<file path="src/rtl/forward_scoreboard_if.sv">
// rtl/forward_scoreboard_if.sv - operand forwarding / hazard scoreboard bus bundle
//
// Ports (master = pipeline side, slave = forward_scoreboard):
//   decode_rs_addr      packed source addresses, port i at [i*AW +: AW]
//   regs_rs_rd_data     packed register-file read data
//   forward_rs_data     packed forwarded operands
//   execute_force_stall stall request to Execute
//   execute_rd*, memory_clk_en   Execute/Memory producer
//   wb_rd*, wb_long              Memory/Writeback producer
//   long_issue_en/rd/ready       long-latency issue handshake
//   sb_underflow        sticky completion-without-pending flag
//   stall_cycles        saturating stall cycle count
interface forward_scoreboard_if #(
    parameter int XLEN         = 32,
    parameter int NUM_REGS     = 32,
    parameter int NUM_RD_PORTS = 2,
    parameter int STALL_CNT_W  = 32
);
    localparam int AW = $clog2(NUM_REGS);

    logic [NUM_RD_PORTS*AW-1:0]   decode_rs_addr;
    logic [NUM_RD_PORTS*XLEN-1:0] regs_rs_rd_data;
    logic [NUM_RD_PORTS*XLEN-1:0] forward_rs_data;
    logic                         execute_force_stall;
    logic [AW-1:0]                execute_rd;
    logic                         execute_rd_wr_en;
    logic [XLEN-1:0]              execute_rd_wr_data;
    logic                         execute_rd_valid;
    logic                         memory_clk_en;
    logic [AW-1:0]                wb_rd;
    logic                         wb_rd_wr_en;
    logic [XLEN-1:0]              wb_rd_wr_data;
    logic                         wb_long;
    logic                         long_issue_en;
    logic [AW-1:0]                long_issue_rd;
    logic                         long_issue_ready;
    logic                         sb_underflow;
    logic [STALL_CNT_W-1:0]       stall_cycles;

    modport master (
        output decode_rs_addr, regs_rs_rd_data,
        output execute_rd, execute_rd_wr_en, execute_rd_wr_data, execute_rd_valid, memory_clk_en,
        output wb_rd, wb_rd_wr_en, wb_rd_wr_data, wb_long,
        output long_issue_en, long_issue_rd,
        input  forward_rs_data, execute_force_stall, long_issue_ready, sb_underflow, stall_cycles
    );

    modport slave (
        input  decode_rs_addr, regs_rs_rd_data,
        input  execute_rd, execute_rd_wr_en, execute_rd_wr_data, execute_rd_valid, memory_clk_en,
        input  wb_rd, wb_rd_wr_en, wb_rd_wr_data, wb_long,
        input  long_issue_en, long_issue_rd,
        output forward_rs_data, execute_force_stall, long_issue_ready, sb_underflow, stall_cycles
    );
endinterface

</file>
<file path="src/rtl/forward_scoreboard.sv">
// rtl/forward_scoreboard.sv - operand forwarding and long-latency hazard scoreboard
//
// Ports:
//   clk    single clock, rising edge
//   rst_n  synchronous active-low reset
//   bus    forward_scoreboard_if.slave (see interface file for signal list)
//
// Build option: FORWARD_STALL_CNT_EN - when defined, bus.stall_cycles is a
// saturating count of stalled cycles; otherwise it is tied to zero.
module forward_scoreboard #(
    parameter int XLEN         = 32,
    parameter int NUM_REGS     = 32,
    parameter int NUM_RD_PORTS = 2,
    parameter int PEND_W       = 2,
    parameter int STALL_CNT_W  = 32
) (
    input logic                 clk,
    input logic                 rst_n,
    forward_scoreboard_if.slave bus
);
    localparam int AW = $clog2(NUM_REGS);
    localparam logic [PEND_W-1:0] PEND_MAX = '1;

    // pend[0] is held at zero: x0 is never tracked.
    logic [PEND_W-1:0]            pend [NUM_REGS];
    logic                         complete;
    logic                         issue_ready;
    logic                         issue_fire;
    logic [NUM_REGS-1:0]          inc_vec;
    logic [NUM_REGS-1:0]          dec_vec;
    logic [AW-1:0]                rs_a;
    logic [NUM_RD_PORTS*XLEN-1:0] fwd;
    logic                         stall;
    logic                         underflow;

    assign complete = bus.wb_rd_wr_en & bus.wb_long & (bus.wb_rd != '0);

    // A completion on the same register frees a slot in the same cycle.
    assign issue_ready = (bus.long_issue_rd == '0)
                       | (pend[bus.long_issue_rd] != PEND_MAX)
                       | (complete & (bus.wb_rd == bus.long_issue_rd));
    assign issue_fire  = bus.long_issue_en & issue_ready & (bus.long_issue_rd != '0);

    always_comb begin
        inc_vec = '0;
        dec_vec = '0;
        for (int r = 1; r < NUM_REGS; r++) begin
            inc_vec[r] = issue_fire & (bus.long_issue_rd == AW'(r));
            dec_vec[r] = complete & (bus.wb_rd == AW'(r));
        end
    end

    always_ff @(posedge clk) begin
        if (!rst_n) begin
            for (int r = 0; r < NUM_REGS; r++) begin
                pend[r] <= '0;
            end
            underflow <= 1'b0;
        end else begin
            for (int r = 1; r < NUM_REGS; r++) begin
                if (inc_vec[r] && !dec_vec[r]) begin
                    pend[r] <= pend[r] + PEND_W'(1);
                end else if (dec_vec[r] && !inc_vec[r]) begin
                    if (pend[r] != '0) begin
                        pend[r] <= pend[r] - PEND_W'(1);
                    end else begin
                        underflow <= 1'b1;
                    end
                end
            end
        end
    end

    // Per-port resolution: x0, then EX/MEM, then MEM/WB, then scoreboard, then RF.
    always_comb begin
        fwd   = '0;
        stall = 1'b0;
        rs_a  = '0;
        for (int i = 0; i < NUM_RD_PORTS; i++) begin
            rs_a = bus.decode_rs_addr[i*AW +: AW];
            if (rs_a == '0) begin
                fwd[i*XLEN +: XLEN] = '0;
            end else if (bus.execute_rd_wr_en && bus.memory_clk_en && bus.execute_rd == rs_a) begin
                fwd[i*XLEN +: XLEN] = bus.execute_rd_wr_data;
                if (!bus.execute_rd_valid) stall = 1'b1;
            end else if (bus.wb_rd_wr_en && bus.wb_rd == rs_a) begin
                fwd[i*XLEN +: XLEN] = bus.wb_rd_wr_data;
                // On a WB hit, wb_long means this write retires one pending op on rs_a;
                // anything left over is a younger long op still in flight.
                if (pend[rs_a] > PEND_W'(bus.wb_long)) stall = 1'b1;
            end else begin
                fwd[i*XLEN +: XLEN] = bus.regs_rs_rd_data[i*XLEN +: XLEN];
                if (pend[rs_a] != '0) stall = 1'b1;
            end
        end
    end

    assign bus.forward_rs_data     = fwd;
    assign bus.execute_force_stall = stall;
    assign bus.long_issue_ready    = issue_ready;
    assign bus.sb_underflow        = underflow;

`ifdef FORWARD_STALL_CNT_EN
    logic [STALL_CNT_W-1:0] stall_cnt;

    always_ff @(posedge clk) begin
        if (!rst_n) begin
            stall_cnt <= '0;
        end else if (stall && stall_cnt != '1) begin
            stall_cnt <= stall_cnt + STALL_CNT_W'(1);
        end
    end

    assign bus.stall_cycles = stall_cnt;
`else
    assign bus.stall_cycles = '0;
`endif
endmodule

</file>
<file path="src/flat_wrapper.sv">
// flat-port wrapper written by rule: the top's interface ports become plain ports
module forward_scoreboard_flat 
#(
    parameter int XLEN         = 32,
    parameter int NUM_REGS     = 32,
    parameter int NUM_RD_PORTS = 2,
    parameter int PEND_W       = 2,
    parameter int STALL_CNT_W  = 32
)
  (clk, rst_n, bus_decode_rs_addr, bus_regs_rs_rd_data, bus_execute_rd, bus_execute_rd_wr_en, bus_execute_rd_wr_data, bus_execute_rd_valid, bus_memory_clk_en, bus_wb_rd, bus_wb_rd_wr_en, bus_wb_rd_wr_data, bus_wb_long, bus_long_issue_en, bus_long_issue_rd, bus_forward_rs_data, bus_execute_force_stall, bus_long_issue_ready, bus_sb_underflow, bus_stall_cycles);
  forward_scoreboard_if #(.XLEN(XLEN), .NUM_REGS(NUM_REGS), .NUM_RD_PORTS(NUM_RD_PORTS), .STALL_CNT_W(STALL_CNT_W)) bus_i ();
  input logic clk;
  input logic rst_n;
  input wire logic [$bits(bus_i.decode_rs_addr)-1:0] bus_decode_rs_addr;
  input wire logic [$bits(bus_i.regs_rs_rd_data)-1:0] bus_regs_rs_rd_data;
  input wire logic [$bits(bus_i.execute_rd)-1:0] bus_execute_rd;
  input wire logic [$bits(bus_i.execute_rd_wr_en)-1:0] bus_execute_rd_wr_en;
  input wire logic [$bits(bus_i.execute_rd_wr_data)-1:0] bus_execute_rd_wr_data;
  input wire logic [$bits(bus_i.execute_rd_valid)-1:0] bus_execute_rd_valid;
  input wire logic [$bits(bus_i.memory_clk_en)-1:0] bus_memory_clk_en;
  input wire logic [$bits(bus_i.wb_rd)-1:0] bus_wb_rd;
  input wire logic [$bits(bus_i.wb_rd_wr_en)-1:0] bus_wb_rd_wr_en;
  input wire logic [$bits(bus_i.wb_rd_wr_data)-1:0] bus_wb_rd_wr_data;
  input wire logic [$bits(bus_i.wb_long)-1:0] bus_wb_long;
  input wire logic [$bits(bus_i.long_issue_en)-1:0] bus_long_issue_en;
  input wire logic [$bits(bus_i.long_issue_rd)-1:0] bus_long_issue_rd;
  output wire logic [$bits(bus_i.forward_rs_data)-1:0] bus_forward_rs_data;
  output wire logic [$bits(bus_i.execute_force_stall)-1:0] bus_execute_force_stall;
  output wire logic [$bits(bus_i.long_issue_ready)-1:0] bus_long_issue_ready;
  output wire logic [$bits(bus_i.sb_underflow)-1:0] bus_sb_underflow;
  output wire logic [$bits(bus_i.stall_cycles)-1:0] bus_stall_cycles;
  assign bus_i.decode_rs_addr = bus_decode_rs_addr;
  assign bus_i.regs_rs_rd_data = bus_regs_rs_rd_data;
  assign bus_i.execute_rd = bus_execute_rd;
  assign bus_i.execute_rd_wr_en = bus_execute_rd_wr_en;
  assign bus_i.execute_rd_wr_data = bus_execute_rd_wr_data;
  assign bus_i.execute_rd_valid = bus_execute_rd_valid;
  assign bus_i.memory_clk_en = bus_memory_clk_en;
  assign bus_i.wb_rd = bus_wb_rd;
  assign bus_i.wb_rd_wr_en = bus_wb_rd_wr_en;
  assign bus_i.wb_rd_wr_data = bus_wb_rd_wr_data;
  assign bus_i.wb_long = bus_wb_long;
  assign bus_i.long_issue_en = bus_long_issue_en;
  assign bus_i.long_issue_rd = bus_long_issue_rd;
  assign bus_forward_rs_data = bus_i.forward_rs_data;
  assign bus_execute_force_stall = bus_i.execute_force_stall;
  assign bus_long_issue_ready = bus_i.long_issue_ready;
  assign bus_sb_underflow = bus_i.sb_underflow;
  assign bus_stall_cycles = bus_i.stall_cycles;
  forward_scoreboard #(.XLEN(XLEN), .NUM_REGS(NUM_REGS), .NUM_RD_PORTS(NUM_RD_PORTS), .PEND_W(PEND_W), .STALL_CNT_W(STALL_CNT_W)) u_core (.clk(clk), .rst_n(rst_n), .bus(bus_i));
endmodule
</file>
<file path="config.mk">
export PLATFORM = sky130hd
export DESIGN_NAME = forward_scoreboard_flat
export DESIGN_NICKNAME = d
export VERILOG_FILES = /design/src/rtl/forward_scoreboard_if.sv /design/src/rtl/forward_scoreboard.sv /design/src/flat_wrapper.sv
export SDC_FILE = /design/constraint.sdc
export NUM_CORES = 1
export LEC_CHECK = 0
export ABC_CLOCK_PERIOD_IN_PS = 4400
export CAP_MARGIN = 20
export CORE_AREA = 2 2 178 198
export DETAILED_ROUTE_END_ITERATION = 16
export DIE_AREA = 0 0 180 200
export SETUP_SLACK_MARGIN = 0.02
export SYNTH_ARGS = -nofsm -noshare
export SYNTH_HDL_FRONTEND = slang
export SYNTH_SLANG_ARGS = --single-unit
</file>
<file path="constraint.sdc">
create_clock -name clk -period 4.4 [get_ports clk]
set_input_delay 0.88 -clock clk [delete_from_list [all_inputs] [get_ports clk]]
set_output_delay 0.88 -clock clk [all_outputs]
set_load 0.005 [all_outputs]
</file>
==> flow_summary.toml, run 1 <==
[sta]
fin_crit_ns = 4.30
setup_viol = 0
max_freq_ghz = 0.233
clock_skew_ns = 0.0116
rsz0062_at_grt = "false"
maxSlewHeadroom_pct = 39.8
fin_setup_tns_ns = 0
tightest_slew_ns = 0.897
slew_violations = 0
hold_ws_ns = 0.710
fin_crit_sh_pct = 97.7
finalHoldViolCount = 0

[place]
gp_congestion = 1.06
io_buffers = 227
dp_hpwl_mm = 34.3
dp_cells = 1732

[grt]
grt_usage_pct = 22.4
antenna_found_initial = 1
grt_pass1_vias = 9295
grt_pass1_wl_mm = 60.3
grt_max_degree = 43
grt_overflow = 0

[routing]
vias = 9535
routedWlPerCell_um = 23.7
drtIter0Drc = 744
viasPerCell = 5.42
dr_wl_met3_mm = 4.08
final_antenna_net_count = 0
drtPass1Iterations = 5
dr_wl_met2_mm = 19.5
drc = 0
dr.max_layer_used = "met4"
met1_length_mm = 16.4
finalWirelength_mm = 41.7

[layout]
drive_gt1_share_pct = 20.8
area_growth_pct = 49.8
final_nets = 1480
fin_cells = 1760
fill_cells = 3453

[hold_path]
holdCritPathClass = "flip-flop to flip-flop"

[logic_synthesis]
ys_ff_latch = 63
synth_mux_area_share_pct = 22.4
syn-instance-count = 988
synth-seq-area-share_pct = 22.4
yosysTopAreaCell = "edfxtp_1"
synth_top_area_share_pct = 22.1
syn-cell-area_um2 = 8410
synth_top_family_by_area = "simple AND/OR/NAND/NOR gates"
synth_compound_area_share_pct = 20.2
ys_async_sr_fraction_pct = 0
yosysWarnings = 0
yosys-top-cells-area = "edfxtp_1 (22%), mux4_2 (12%), mux2i_1 (9.2%), nor2_1 (6.6%), a211oi_1 (6.2%)"
syn_area_per_cell_um2 = 8.52
ys.flop_type = "edfxtp_1"
synth_adder_area_share_pct = 0.446
synth_simple_gate_area_share_pct = 22.4
synth_edf_count = 62
synth-xor-area-share_pct = 3.96
ys_types = 79

[clocking]
clockRootBuffer = "clkbuf_16"
cts_buffer_depth = 2
cts_num_sinks = 63
h-tree-depth = 3
numCtsBuffers = 9
clk_pin_slew_worst_paths_ns = 0.06
clk_latency_ns = 0.36
cts_tree = "done"

[floorplanning]
start_util_pct = 24.9
die_w_um = 180
ios = 260
rows = 71
fp.dieArea_um2 = 36000
core_area_um2 = 33800
die_h_um = 200

[power_and_ir_drop]
power_leakage_nw = 4.69
cellPowerDensity_nw_per_um2 = 192
peakVddDrop_mv = 0.181
p_total_mw = 2.41

[critical_path]
worst-setup-path-type = "primary input to primary output"
crit_required_ns = 3.52
endpoint = "bus_forward_rs_data[55]"
r2r_slack_ns = 1.38
r2r_start = "u_core.pend[18][1]"
critical_path_arrival_ns = 3.42
critPathCaptureType = "primary output"
r2r_end = "u_core.pend[22][0]"
crit_path_start = "bus_wb_rd[0]"
ff2ff_path_depth = 8
start_kind = "primary input"
cp_max_fo = 16

[run_status]
run_status = "finished clean"

[flow_run]
max_cap_viol_count = 0
==> critical path: stages <==
cell	delay (ns)
clkdlybuf4s50_1	0.60
xor2_1	0.24
nor4_1	0.16
and3_2	0.24
buf_12	0.18
buf_12	0.16
mux2i_1	0.10
a211oi_1	0.30
clkdlybuf4s50_1	0.55
==> layer usage <==
metal	track usage, %	up-vias
met4	9.09	0
li1	-	4351
met5	0	-
met3	6.08	81
met2	38.2	532
met1	26.9	4571
==> cells in the mapped netlist, types with 19 or more instances <==
| library cell | count |
|---|---|
| xor2_1 | 25 |
| nand3_1 | 31 |
| nand2_1 | 82 |
| edfxtp_1 | 62 |
| mux4_2 | 44 |
| clkbuf_1 | 40 |
| mux2i_1 | 77 |
| buf_2 | 21 |
| nor3_1 | 22 |
| a21oi_1 | 41 |
| nor2_1 | 148 |
| inv_1 | 19 |
| buf_4 | 37 |
| o21ai_0 | 29 |
| a211oi_1 | 70 |
==> cells in the final DEF, fill, tap and decap left out, types with 11 or more instances in the layout <==
master / instances
o21ai_0: 29
a31oi_1: 14
xor2_1: 25
mux4_2: 44
xnor2_1: 13
conb_1: 32
a211oi_1: 66
nand3_1: 31
clkdlybuf4s50_1: 212
buf_12: 14
a21oi_1: 41
nor2_1: 146
buf_4: 151
nor3b_1: 11
and3_1: 11
inv_1: 19
mux2i_1: 75
nand2_1: 81
edfxtp_1: 62
nor3_1: 22
==> sequential cells by signal, indices dropped and copies added, names as in the netlist <==
name	cells
u_core.pend	62
u_core.bus.sb_underflow	1
==> worst min path at each step <==
stage                              end  cells past startpoint                from
floorplan           u_core.pend[17][0]                      1  u_core.pend[17][0]
global placement    u_core.pend[17][0]                      1  u_core.pend[17][0]
detailed placement  u_core.pend[17][0]                      1  u_core.pend[17][0]
CTS                 u_core.pend[17][0]                      1  u_core.pend[17][0]
global route        u_core.pend[17][0]                      1  u_core.pend[17][0]
finish              u_core.pend[17][0]                      1  u_core.pend[17][0]
==> metrics by stage <==
step                util (%)  area [um^2]  setup slack (ns)
floorplan                  -         8530             0.563
global placement        35.8        12100            -0.432
detailed placement      35.8        12100            -0.419
CTS                     37.1        12600            0.0307
global route            37.2        12600            0.0202
finish                  37.2        12600            0.0990
==> area by class of cell <==
class / instances / area [um^2] / share of cell area [%]
inverter: 20 / 75.1 / 0.596
sequential: 63 / 1880 / 14.9
clock inverter: 7 / 72.6 / 0.576
timing repair buffer: 396 / 3800 / 30.2
clock buffer: 9 / 225 / 1.79
tap: 438 / 548 / 4.35
multi-input combinational: 826 / 6000 / 47.6
antenna: 1 / 2.50 / 0.0199
==> report_power, final <==
part / internal [mW] / total (mW) / switching (mW)
Clock: 0.440 / 0.759 / 0.320
Sequential: 0.699 / 0.779 / 0.0800
Combinational: 0.489 / 0.876 / 0.387
Total: 1.63 / 2.41 / 0.787
==> kinds of logic after synthesis <==
kind of cell,after synthesis
other cells,1
flops,63
compound gates,239
fa+ha+maj,3
xor+xnor,38
buf+inv,130
mux,129
simple gates,385
==> repair_timing <==
item / 4_1_cts / 5_1_grt
setup endpoints to repair: 32 / 35
pin swaps: 0 / 0
gates resized for setup: 15 / 18
buffers inserted: 7 / 0
gates cloned: 3 / 1
hold buffers: 0 / 0
Power figures use the tool's default switching activity.
==> run 2: changes to the inputs <==
- ABC_CLOCK_PERIOD_IN_PS: 4400 -> 5250
- clock period: 4.4 -> 5.25 ns (I/O delays scaled with it)
==> flow_summary.toml, run 2 (synthesized netlist as in run 1, its figures left out) <==
[grt]
grt_max_degree = 59
antenna_found_initial = 3
grt_pass1_vias = 8915
grt_usage_pct = 21.0
grt_overflow = 0
grt_pass1_wl_mm = 57.1

[critical_path]
cp_max_fo = 6
crit_chain = "dlymetal6s2s_1 > buf_12 > mux4_2 > mux4_2 > mux2i_2 > ha_1 > nor2_1 > nand2_1 > o2111ai_1 > a22o_1 > clkdlybuf4s50_1"
cp_slowest_cell = "clkdlybuf4s50_1"
critical_path_arrival_ns = 3.93
r2r_start = "u_core.pend[3][0]"
crit_path_max_incr_delay_ns = 0.52
r2r_end = "u_core.bus.sb_underflow"
cpMostUsedCell = "mux4_2"
critPathCaptureType = "primary output"
r2r_slack_ns = 2.16
start_kind = "primary input"
crit_required_ns = 4.20
ff2ff_path_depth = 8
worst-setup-path-type = "primary input to primary output"

[sta]
fin_crit_sh_pct = 94.8
fin_crit_ns = 4.98
rsz0062_at_grt = "false"
tightest_slew_ns = 0.743
setup_viol = 0
max_freq_ghz = 0.201
finalHoldViolCount = 0
clock_skew_ns = 0.0113
maxSlewHeadroom_pct = 50.1
slew_violations = 0
fin_setup_tns_ns = 0

[power_and_ir_drop]
switching_share_pct = 32.1
p_clk_share_pct = 31.9
cellPowerDensity_nw_per_um2 = 167
power_leakage_nw = 4.09
peakVddDrop_mv = 0.125
internal_power_mw = 1.32
power_frac_seq_pct = 33.7
p_sw_uw = 622
p_comb_share_pct = 34.4

[floorplanning]
die_h_um = 200
die_w_um = 180
core_area_um2 = 33800
ios = 260
rows = 71
start_util_pct = 24.9
fp.dieArea_um2 = 36000

[layout]
largest-register = "u_core.pend"
largest_register_ffs = 62
final_cell_mix = "clkdlybuf4s50_1 (223), nor2_1 (146), nand2_1 (82)"
final_nets = 1374
drive_gt1_share_pct = 13.2
final_common_cell = "clkdlybuf4s50_1"
area_growth_pct = 38.6
final_util_pct = 34.4

[hold_path]
whs_endpoint = "u_core.pend[17][0]"
holdCritPathClass = "flip-flop to flip-flop"
hold_path_depth = 1
hold_path_startpoint = "u_core.pend[17][0]"

[clocking]
clk_latency_ns = 0.36
h-tree-depth = 3
clockRootBuffer = "clkbuf_16"
cts_hold_buffers = 0
cts_buffer_depth = 2
cts_tree = "done"
cts_num_sinks = 63
numCtsBuffers = 9
clk_pin_slew_worst_paths_ns = 0.07

[run_status]
run_status = "finished clean"

[place]
dp_hpwl_mm = 31.8
gp_congestion = 1.05
io_buffers = 227

[routing]
routedWlPerCell_um = 23.6
drtIter0Drc = 917
vias = 9149
finalWirelength_mm = 39.1
viasPerCell = 5.53
final_antenna_net_count = 0
drtPass1Iterations = 9
drc = 0

[flow_run]
max_cap_viol_count = 0
[run 2: cell count changes in the layout (fill, tap and decap cells not counted), sizes merged]
cell           previous run  this run
diode                     1         2
dlymetal6s2s              6         4
clkdlybuf4s50           212       223
dlygate4sd2               5         0
buf                     166        61
clkbuf                   13        11
bufbuf                    3         0
[run 2: layer usage]
| metal | share of wire, % | up-vias | routed length (um) | track usage (%) |
|---|---|---|---|---|
| met3 | 10 | 77 | 3920 | 5.19 |
| met1 | 39 | 4384 | 15300 | 25.6 |
| met4 | 3.2 | 2 | 1240 | 6.62 |
| met5 | 0.046 | - | 18 | 0 |
| met2 | 48 | 550 | 18600 | 36.5 |
| li1 | - | 4136 | - | - |
[run 2: per-stage QoR]
step	area, um^2	cells	hold WS, ns	power, mW	worst slack [ns]
floorplan	8530	1019	0.591	0.963	1.07
global placement	11200	1629	0.652	1.30	0.0426
detailed placement	11200	1629	0.666	1.31	0.0116
CTS	11500	1645	0.675	1.93	0.0235
global route	11700	1655	0.701	2.02	0.183
finish	11700	1655	0.682	1.94	0.273
[run 2: worst max-delay path, delay by kind of cell]
kind,cells,cell delay (ns)
AO/OA/AOI/OAI,2,0.27
adder cells (fa/ha/maj),1,0.26
buffers and inverters,3,0.99
multiplexers,3,1.20
AND/OR/NAND/NOR,2,0.17
[run 2: what timing repair did]
item,in CTS,in global routing
pin swaps,0,0
buffers inserted,0,6
gates resized for setup,1,5
endpoints found under the setup margin,1,1
cloned,0,2
[run 2: worst max-delay path by stage]
stage | from | to | slack (ns) | cells past startpoint
5_1_grt | bus_decode_rs_addr[5] | bus_execute_force_stall | 0.18 | 11
6_report | bus_decode_rs_addr[5] | bus_execute_force_stall | 0.27 | 11
4_1_cts | bus_decode_rs_addr[5] | bus_execute_force_stall | 0.02 | 11
3_5_place_dp | bus_decode_rs_addr[5] | bus_execute_force_stall | 0.01 | 11
3_3_place_gp | bus_decode_rs_addr[5] | bus_execute_force_stall | 0.04 | 11
2_1_floorplan | bus_decode_rs_addr[5] | bus_execute_force_stall | 1.07 | 9
[run 2: power by group through the flow]
stage          sequential [mW]  clock [mW]  combinational, mW
6_report                 0.654       0.620              0.668
5_1_grt                  0.657       0.651              0.707
4_1_cts                  0.649       0.628              0.653
3_5_place_dp             0.660           0              0.649
3_3_place_gp             0.658           0              0.645
2_1_floorplan            0.625           0              0.338
[run 2: cell type report]
type | instances | area, um^2
clock buffers | 9 | 225
repair buffers | 290 | 2880
well taps | 438 | 548
multi-input cells | 826 | 5970
flip-flops and latches | 63 | 1880
fillers | 3553 | 22200
diodes | 2 | 5.00
inverters | 20 | 75.1
clock inverters | 7 | 72.6
==> run 3: changes to the inputs <==
- REMOVE_ABC_BUFFERS: not set -> 1
==> flow_summary.toml, run 3 (synthesized netlist as in run 1, its figures left out) <==
[grt]
grt_max_degree = 67
grt_pass1_wl_mm = 57.6
grt_overflow = 0
antenna_found_initial = 7
grt_pass1_vias = 8779
grt_usage_pct = 21.3

[sta]
setup_slack_ns = 0.230
slew_violations = 0
finalHoldViolCount = 0
tightest_slew_ns = 0.864
max_freq_ghz = 0.199
fin_crit_ns = 5.02
fin_setup_tns_ns = 0
rsz0062_at_grt = "false"
maxSlewHeadroom_pct = 41.9
clock_skew_ns = 0.0140
setup_viol = 0
hold_ws_ns = 0.707
fin_crit_sh_pct = 95.6

[layout]
final_nets = 1373
final_cell_area_um2 = 11600
area_growth_pct = 38.3
largest-register = "u_core.pend"
final_common_cell = "clkdlybuf4s50_1"
final_cell_mix = "clkdlybuf4s50_1 (226), nor2_1 (146), nand2_1 (82)"
drive_gt1_share_pct = 12.9
largest_register_ffs = 62

[hold_path]
hold_path_depth = 1
holdCritPathClass = "flip-flop to flip-flop"
whs_endpoint = "u_core.pend[17][0]"
hold_path_startpoint = "u_core.pend[17][0]"

[clocking]
cts_tree = "done"
h-tree-depth = 3
numCtsBuffers = 9
clk_latency_ns = 0.36
cts_hold_buffers = 0
clockRootBuffer = "clkbuf_16"
cts_num_sinks = 63
clk_pin_slew_worst_paths_ns = 0.06
cts_resized = 0
cts_setup_buffers = 0
cts_buffer_depth = 2

[routing]
final_antenna_net_count = 0
dr_wl_met3_mm = 4.43
drtIter0Drc = 963
routedWlPerCell_um = 23.9
finalWirelength_mm = 39.6
dr.max_layer_used = "met5"
dr_wl_met2_mm = 18.4
vias = 9220
viasPerCell = 5.56
drc = 0
drtPass1Iterations = 5
met1_length_mm = 15.3

[floorplanning]
rows = 71
die_h_um = 200
die_w_um = 180
core_area_um2 = 33800
start_util_pct = 24.9
fp.dieArea_um2 = 36000
ios = 260

[power_and_ir_drop]
power_frac_seq_pct = 32.8
power_leakage_nw = 4.04
switching_share_pct = 31.7
internal_power_mw = 1.36
peakVddDrop_mv = 0.149
p_sw_uw = 634
cellPowerDensity_nw_per_um2 = 172
p_clk_share_pct = 34.1
p_comb_share_pct = 33.1
p_total_mw = 2.00

[critical_path]
critPathCaptureType = "primary output"
cp_max_fo = 24
critical_path_arrival_ns = 3.97
crit_path_start = "bus_long_issue_rd[1]"
r2r_start = "u_core.pend[16][0]"
r2r_slack_ns = 2.19
r2r_end = "u_core.bus.sb_underflow"
crit_required_ns = 4.20
start_kind = "primary input"
worst-setup-path-type = "primary input to primary output"
ff2ff_path_depth = 8

[run_status]
run_status = "finished clean"

[place]
placed_area_um2 = 11300
gp_congestion = 0.979
io_buffers = 227
dp_hpwl_mm = 32.2
dpl_worst_slack_ns = 0.0303

[flow_run]
max_cap_viol_count = 0
-- run 3: cell types whose count changed in the layout (fill, tap and decap cells not counted), sizes merged --
cell and change:
clkinv -1, bufinv +1, diode +3, dlymetal6s2s -3, buf +1, clkdlybuf4s50 +3
clkbuf -2
-- run 3: power by group through the flow --
stage,logic [mW],registers (mW),clock network (mW)
final,0.660,0.656,0.681
after global routing,0.702,0.657,0.700
after CTS,0.654,0.651,0.682
after detailed placement,0.651,0.662,0
after global placement,0.648,0.661,0
after floorplan,0.275,0.627,0
-- run 3: metrics by stage --
stage               util (%)  cells
floorplan                  -    909
global placement        33.4   1636
detailed placement      33.4   1636
CTS                     34.3   1652
global route            34.4   1657
finish                  34.4   1657
-- run 3: per-layer routing --
layer,vias up,GRT usage (%)
met5,-,0
met4,4,8.94
met3,104,6.06
met2,568,35.0
met1,4399,26.2
li1,4145,-
-- run 3: worst max-delay path by stage --
stage,slack (ns),end
floorplan,0.69,bus_forward_rs_data[0]
global placement,0.05,bus_execute_force_stall
detailed placement,0.03,bus_execute_force_stall
CTS,0.03,bus_execute_force_stall
global route,0.13,bus_long_issue_ready
finish,0.23,bus_long_issue_ready
-- run 3: critical path, stage by stage --
cell             delay [ns]
clkdlybuf4s50_1        0.62
buf_4                  0.40
mux4_2                 0.36
a22oi_1                0.20
nand2_1                0.14
and3_1                 0.21
a21oi_1                0.22
nor2_1                 0.17
inv_1                  0.08
clkdlybuf4s50_1        0.51
-- run 3: layout make-up --
cell class,instances,area [um^2]
clock inverter,7,96.3
sequential,63,1880
timing repair buffer,289,2830
clock buffer,9,225
fill,3503,22200
tap,438,548
multi-input combinational,826,5970
antenna,5,12.5
inverter,20,75.1
